[src/rtl/mem_access_unit.sv]
// mem_access_unit: address/write-data muxing, one RAM transaction at a time
// with ack handshake and timeout. It also holds the instruction register
// that supplies opcode to the control unit.
// Every output comes from a flop, so it is stable well before the
// negedge sampling done by the control unit.
module mem_access_unit #(
    parameter int ADDR_W  = 16,
    parameter int DATA_W  = 16,
    parameter int TIMEOUT = 15
) (
    input  logic              clk,
    input  logic              rst_n,
    input  logic              req_rd,
    input  logic              req_wr,
    input  logic              cmd_w,
    input  logic [1:0]        addr_sel,
    input  logic [1:0]        data_sel,
    input  logic [ADDR_W-1:0] sr,
    input  logic [ADDR_W-1:0] pc,
    input  logic [ADDR_W-1:0] r1,
    input  logic [DATA_W-1:0] alu_out,
    input  logic [DATA_W-1:0] imm,
    input  logic [DATA_W-1:0] mem_rdata,
    input  logic              mem_ack,
    output logic              mem_en,
    output logic              mem_we,
    output logic [ADDR_W-1:0] mem_addr,
    output logic [DATA_W-1:0] mem_wdata,
    output logic [DATA_W-1:0] rd_data,
    output logic [5:0]        opcode,
    output logic              memory_ready,
    output logic              error
);

    typedef enum logic [1:0] {
        ST_IDLE   = 2'd0,
        ST_ACCESS = 2'd1,
        ST_DONE   = 2'd2,
        ST_ERR    = 2'd3
    } state_t;

    localparam int          MAX_W   = (ADDR_W > DATA_W) ? ADDR_W : DATA_W;
    // The last counter value before the timeout fires: ERR is entered on
    // the TIMEOUT-th edge after the request edge.
    localparam logic [7:0]  CNT_TOP = 8'(TIMEOUT - 1);
    localparam logic [ADDR_W-1:0] ADDR_ONE = {{(ADDR_W-1){1'b0}}, 1'b1};

    // Zero-extend or truncate an address-width value onto the data bus.
    function automatic logic [DATA_W-1:0] addr_to_data(input logic [ADDR_W-1:0] a);
        logic [MAX_W-1:0] wide;
        wide = MAX_W'(a);
        return wide[DATA_W-1:0];
    endfunction

    state_t            state_q, state_d;
    logic [7:0]        cnt_q, cnt_d;
    logic              mem_en_q, mem_en_d;
    logic              mem_we_q, mem_we_d;
    logic [ADDR_W-1:0] mem_addr_q, mem_addr_d;
    logic [DATA_W-1:0] mem_wdata_q, mem_wdata_d;
    logic [DATA_W-1:0] rd_data_q, rd_data_d;
    logic [DATA_W-1:0] ir_q, ir_d;
    logic              ready_q, ready_d;
    logic              error_q, error_d;
    logic [ADDR_W-1:0] addr_mux_s;
    logic [DATA_W-1:0] data_mux_s;
    logic              req_s;

    assign req_s = req_rd | req_wr;

    // Source selection for address and write data (wraps modulo 2^ADDR_W).
    always_comb begin
        addr_mux_s = sr;
        data_mux_s = addr_to_data(sr);
        case (addr_sel)
            2'd0:    addr_mux_s = sr;
            2'd1:    addr_mux_s = sr - ADDR_ONE;
            2'd2:    addr_mux_s = pc;
            2'd3:    addr_mux_s = r1;
            default: addr_mux_s = sr;
        endcase
        case (data_sel)
            2'd0:    data_mux_s = addr_to_data(sr);
            2'd1:    data_mux_s = addr_to_data(pc + ADDR_ONE);
            2'd2:    data_mux_s = alu_out;
            2'd3:    data_mux_s = imm;
            default: data_mux_s = addr_to_data(sr);
        endcase
    end

    // Transaction sequencing, output next-state and the instruction register.
    always_comb begin
        state_d     = state_q;
        cnt_d       = cnt_q;
        mem_en_d    = mem_en_q;
        mem_we_d    = mem_we_q;
        mem_addr_d  = mem_addr_q;
        mem_wdata_d = mem_wdata_q;
        rd_data_d   = rd_data_q;
        ready_d     = ready_q;
        error_d     = error_q;
        // ir always takes the word already held, so a cmd_w on a read's ack
        // cycle loads the previous word rather than the one arriving.
        if (cmd_w) begin
            ir_d = rd_data_q;
        end else begin
            ir_d = ir_q;
        end
        case (state_q)
            ST_IDLE: begin
                if (req_s) begin
                    state_d     = ST_ACCESS;
                    cnt_d       = 8'd0;
                    mem_en_d    = 1'b1;
                    mem_we_d    = req_wr;   // write wins over a coincident read
                    mem_addr_d  = addr_mux_s;
                    mem_wdata_d = data_mux_s;
                    ready_d     = 1'b0;
                end else begin
                    ready_d = 1'b1;
                end
            end
            ST_ACCESS: begin
                if (req_s) begin
                    error_d = 1'b1;
                end else begin
                    error_d = error_q;
                end
                if (mem_ack) begin
                    if (!mem_we_q) begin
                        rd_data_d = mem_rdata;
                    end else begin
                        rd_data_d = rd_data_q;
                    end
                    state_d  = ST_DONE;
                    mem_en_d = 1'b0;
                    mem_we_d = 1'b0;
                end else if (cnt_q == CNT_TOP) begin
                    state_d  = ST_ERR;
                    error_d  = 1'b1;
                    mem_en_d = 1'b0;
                    mem_we_d = 1'b0;
                end else begin
                    cnt_d = cnt_q + 8'd1;
                end
            end
            ST_DONE: begin
                if (req_s) begin
                    error_d = 1'b1;
                end else begin
                    error_d = error_q;
                end
                state_d = ST_IDLE;
                ready_d = 1'b1;
            end
            ST_ERR: begin
                if (req_s) begin
                    error_d = 1'b1;
                end else begin
                    error_d = error_q;
                end
                ready_d  = 1'b0;
                mem_en_d = 1'b0;
            end
            default: begin
                state_d  = ST_IDLE;
                ready_d  = 1'b1;
                mem_en_d = 1'b0;
                mem_we_d = 1'b0;
            end
        endcase
    end

    // State and output registers; reset drops the RAM strobe immediately.
    always_ff @(posedge clk or negedge rst_n) begin
        if (!rst_n) begin
            state_q     <= ST_IDLE;
            cnt_q       <= 8'd0;
            mem_en_q    <= 1'b0;
            mem_we_q    <= 1'b0;
            mem_addr_q  <= '0;
            mem_wdata_q <= '0;
            rd_data_q   <= '0;
            ir_q        <= '0;
            ready_q     <= 1'b1;
            error_q     <= 1'b0;
        end else begin
            state_q     <= state_d;
            cnt_q       <= cnt_d;
            mem_en_q    <= mem_en_d;
            mem_we_q    <= mem_we_d;
            mem_addr_q  <= mem_addr_d;
            mem_wdata_q <= mem_wdata_d;
            rd_data_q   <= rd_data_d;
            ir_q        <= ir_d;
            ready_q     <= ready_d;
            error_q     <= error_d;
        end
    end

    assign mem_en       = mem_en_q;
    assign mem_we       = mem_we_q;
    assign mem_addr     = mem_addr_q;
    assign mem_wdata    = mem_wdata_q;
    assign rd_data      = rd_data_q;
    assign opcode       = ir_q[DATA_W-1 -: 6];
    assign memory_ready = ready_q;
    assign error        = error_q;

endmodule

[config.mk]
export PLATFORM = sky130hd
export DESIGN_NAME = mem_access_unit
export DESIGN_NICKNAME = d
export VERILOG_FILES = /design/src/rtl/mem_access_unit.sv
export SDC_FILE = /design/constraint.sdc
export NUM_CORES = 1
export LEC_CHECK = 0
export CAP_MARGIN = 20
export CORE_ASPECT_RATIO = 0.6
export CORE_MARGIN = 5
export CORE_UTILIZATION = 43
export DETAILED_ROUTE_END_ITERATION = 12
export PLACE_DENSITY_LB_ADDON = 0.08
export REMOVE_ABC_BUFFERS = 1
export SYNTH_ARGS = -nofsm -noshare
export SYNTH_HDL_FRONTEND = slang
export SYNTH_SLANG_ARGS = --single-unit
[constraint.sdc]
create_clock -name clk -period 2.6 [get_ports clk]
set_input_delay 0.65 -clock clk [delete_from_list [all_inputs] [get_ports clk]]
set_output_delay 0.65 -clock clk [all_outputs]
set_load 0.01 [all_outputs]
=== After elaboration in Yosys (flattened, before gate mapping) ===
Cells that the tools add are included.

* Bits in registers: 78
* Output and inout port bits: 58

* Bitwise gates (word level): 2
* Equality and inequality tests: 14
* Reduce and logical (&&, ||, !) cells: 15
* $add $sub $neg: 3
* Multiplexer cells: 22

{| class="wikitable"
|+ Operator list
! cell !! count
|-
| one-hot mux 16 bit (4 select lines) || 2
|-
| 2-to-1 mux 8 bit || 3
|-
| adder 16 x 1 -> 16 bit, second input constant || 1
|-
| one-hot mux 8 bit (2 select lines) || 1
|-
| subtractor 16 x 1 -> 16 bit, second input constant || 1
|-
| equality test 2 bit, second input constant || 6
|-
| AND reduction 3 bit || 4
|-
| nonzero test 3 bit || 3
|-
| adder 8 x 1 -> 8 bit, second input constant || 1
|-
| equality test 8 x 4 -> 1 bit, second input constant || 1
|-
| 2-to-1 mux 1 bit || 8
|-
| equality test 2 x 1 -> 1 bit, second input constant || 3
|-
| zero test 2 bit || 3
|-
| 2-to-1 mux 2 bit || 3
|-
| != test 2 bit, second input constant || 3
|-
| one-hot mux 1 bit (3 select lines) || 2
|-
| one-hot mux 2 bit (3 select lines) || 1
|-
| one-hot mux 1 bit (2 select lines) || 2
|-
| AND reduction 4 bit || 1
|-
| nonzero test 2 bit || 2
|-
| != test 3 bit, second input constant || 1
|-
| AND reduction 2 bit || 1
|-
| OR reduction 2 bit || 1
|-
| inverter 1 bit || 1
|-
| bitwise OR 1 bit || 1
|}

=== Depth between registers and ports, before layout ===
* Depth in word-level cells: 5
* Mapped depth: 7
* Depth with buffers taken out: 7

=== Worst setup path before layout ===
OpenSTA, ideal clock, no wires.

* Kind: input-to-reg
* From: input sr[0]
* To: register mem_addr_q[8], in the netlist mem_addr[8]
* Cell stages on the path: 7
* Setup slack: 641 ps
* Arrival: 1882 ps
* Library setup time: 76 ps
* Cells stage by stage: inv_1 > ha_1 > nor4bb_1 > nor3b_1 > xor2_1 > o21ai_1 > o21ai_1

* Word-level cells in the longest chain between the ends: 2

{| class="wikitable"
|+ RTL lines
! item !! RTL line !! RTL
|-
| start: declaration || 18 || <nowiki>input logic [ADDR_W-1:0] sr,</nowiki>
|-
| subtractor 16 x 1 -> 16 bit || 77 || <nowiki>2'd1: addr_mux_s = sr - ADDR_ONE;</nowiki>
|-
| one-hot mux 16 bit (4 select lines) || 75 || <nowiki>case (addr_sel)</nowiki>
|-
| end signal: assignment || 192 || <nowiki>mem_addr_q <= mem_addr_d;</nowiki>
|-
| end: declaration || 59 || <nowiki>logic [ADDR_W-1:0] mem_addr_q, mem_addr_d;</nowiki>
|}

No other way between the ends.
A chain may end at the register's enable or synchronous reset.

=== Worst setup path after layout ===
* From: input sr[0]
* To: register mem_addr_q[13], in the netlist mem_addr[13]

Same word-level chain as after synthesis.

==> metrics.cfg <==
[clock_tree]
cts.clk_slew.worst_paths_ns=0.06
hold_buffers=0
clockBufferDepth=2
post_cts_resize_count=0
root_buffer=clkbuf_16
cts_tree=yes
post_cts_buffers=0
cts-buffers-inserted=9
clock-sinks=68
htree_levels=3
clk_latency_ns=0.33

[global_route]
met3_usage=0.0569
grt_pass1_wl_um=21800
overflow=0
grt_busiest_layer=met2
use_met1=0.341
grt_start_max_net_pins=44
antenna_found_initial=0
grtUsageMet2=0.370
grt_pass1_vias=4093
gr-usage-all-layers=0.240

[yosys]
synth_edf_count=0
synthArstFlopShare=1.00
synth_common_cells=dfrtp_1 (67), nand2_1 (48), nor2_1 (35)
synth_cell_types=57
synth_area_leaders=dfrtp_1 (41%), mux2_2 (8.6%), xor2_1 (4.7%), mux2i_1 (4.4%), nand2_1 (4.4%)
ys.flop_type=dfrtp_1
yosysWarnings=0
syn_inst=430
yosysMostFrequentCell=dfrtp_1
synth_seq_cells=68
synth.avg_cell_area_sq_um=9.48
yosys.area.top_type_share=0.411
synth-seq-area-share=0.418
synth_area_sq_mm=0.00408
synth_area_leader_cell=dfrtp_1

[worst_setup_path]
crit_family=simple AND/OR/NAND/NOR gates
cp-end-kind=register
start_kind=primary input
cp.arrival_ns=2.47
critPathKind=primary input to register
cp_cell_sequence=clkdlybuf4s50_1 > or4_4 > nor3_2 > nand3b_1 > xor2_1 > o22ai_1
critical-path-max-stage-delay_ns=0.62
cp_max_fo=4
path_buf_inv=1
cp.required_ns=2.84
cp_slowest_cell=or4_4

[timing]
slew_violations=0
period_needed_ns=2.23
fmax_ghz=0.448
period_share=0.858
rsz0062_at_grt=false
worstMarginPinSlew_ns=0.398
setup_violations=0
tns_ns=0
hold_viol=0
max_slew_margin=0.734
finClkSkew_ns=0.00412

[drt]
routed_via_density=5.38
dr_total_vias=4000
wl_per_cell_um=18.4
finalWirelength_um=13700
drtIter0Drc=224
antenna_left=0
firstDrtPassIters=4
drcViolationCount=0

[floorplanning]
initial_core_util=0.442
fp.coreArea_sq_mm=0.00922
pin_count=164
fp.dieArea_sq_mm=0.0116
die_h_um=85.4
die_x_um=136
rows=27

[placement]
place_area_sq_mm=0.00603
dpl.cell_count=727
gp_congestion=0.936
io_buffer_count=163
dp_hpwl_um=10700

[cells_and_area]
diodes=0
final_cells=743
area_growth_pct=56.2
nNetsFinal=718
drive_above_1_share=0.150
fin_area_sq_mm=0.00637

[power_and_ir_drop]
ir_drop_mv=0.455
p_sw_frac=0.331
leakagePower_nw=2.63
p_clk_frac=0.241
power_mw=5.88
power_switching_mw=1.95
power_frac_comb=0.440
p_per_area_mw_per_mm2=923
pwr-share-seq=0.319
internal-power_mw=3.93

[hold_path]
hold_path_class=primary input to asynchronous set/reset pin

[job]
cap_violations=0

[status]
status=completed

## per-stage QoR
stage | utilization | hold WS [ns] | worst slack (ns)
after global placement | 0.654 | 0.459 | 0.104
after CTS | 0.690 | 0.213 | 0.365
after detailed placement | 0.654 | 0.468 | 0.0138
final | 0.690 | 0.216 | 0.369
after floorplan | - | 0.354 | -0.256
after global routing | 0.690 | 0.228 | 0.180
## path summary, 6_finish.rpt
| path | cells after the start | to | from | slack (ns) |
|---|---|---|---|---|
| worst min register to register | 1 | mem_wdata[7] | mem_wdata[7] | 0.47 |
| worst max register to register | 5 | cnt_q[0] | cnt_q[4] | 0.88 |
| max in group asynchronous | 2 | ir_q[13] | rst_n | 1.77 |
| worst max-delay path | 6 | mem_addr[13] | sr[0] | 0.37 |
| min in group clk | 1 | mem_wdata[7] | mem_wdata[7] | 0.47 |
| worst min-delay path | 1 | mem_addr[12] | rst_n | 0.22 |
## worst register-to-register path, stage by stage (launching register included)
cell     delay (ns)
dfrtp_1        0.42
or3_1          0.40
or2_2          0.30
o21ai_2        0.29
or3_1          0.16
nand2_1        0.05
## state kept, by name, summed over array words and instances, names as in the netlist
register,count
mem_wdata,16
state_q,2
error,1
rd_data,16
memory_ready,1
ir_q,6
mem_we,1
mem_addr,16
mem_en,1
cnt_q,8
## power groups by stage
stage | Combinational (mW) | Clock (mW) | Sequential [mW]
final | 2.59 | 1.42 | 1.87
after detailed placement | 2.60 | 0 | 1.89
after floorplan | 0.864 | 0 | 2.04
after global placement | 2.54 | 0 | 1.86
after CTS | 2.61 | 1.44 | 1.88
after global routing | 2.79 | 1.49 | 1.94
## cells in the final DEF (no fill, tap or decap), drive strengths merged, types with 6 or more instances in the layout
cell type and n:
o22ai 6, xnor2 8, nand3 8, xor2 22, nand2 48, nor2 35, buf 31, nand4 7
nor3 13, dfrtp 67, clkdlybuf4s50 162, mux2 31, mux2i 18, o21ai 34, a221oi 7, inv 11
clkbuf 10, a21oi 22
## area by class of cell
cell class | instances | area (sq um)
fillers | 697 | 2860
multi-input cells | 326 | 2230
repair buffers | 193 | 1890
flip-flops and latches | 68 | 1700
clock buffers | 10 | 229
well taps | 130 | 163
clock inverters | 6 | 111
inverters | 10 | 37.5
## cells by family (layout without fill, tap and decap cells)
kind of cell,after synthesis,count (layout),share of synthesized area
AOI/OAI and AO/OA,94,94,0.142
xor gates and xnor gates,30,30,0.0644
adders and majority gates,4,4,0.0123
buffers and inverters,36,219,0.0384
DFF,68,68,0.418
muxes,51,51,0.141
and+or+nand+nor,147,147,0.184
## routing by layer
| metal | vias to the layer above | wire (um) |
|---|---|---|
| met1 | 1889 | 6180 |
| met4 | 0 | 222 |
| met5 | - | 0 |
| met3 | 23 | 1120 |
| li1 | 1906 | - |
| met2 | 182 | 6180 |
Power figures use the tool's default switching activity.
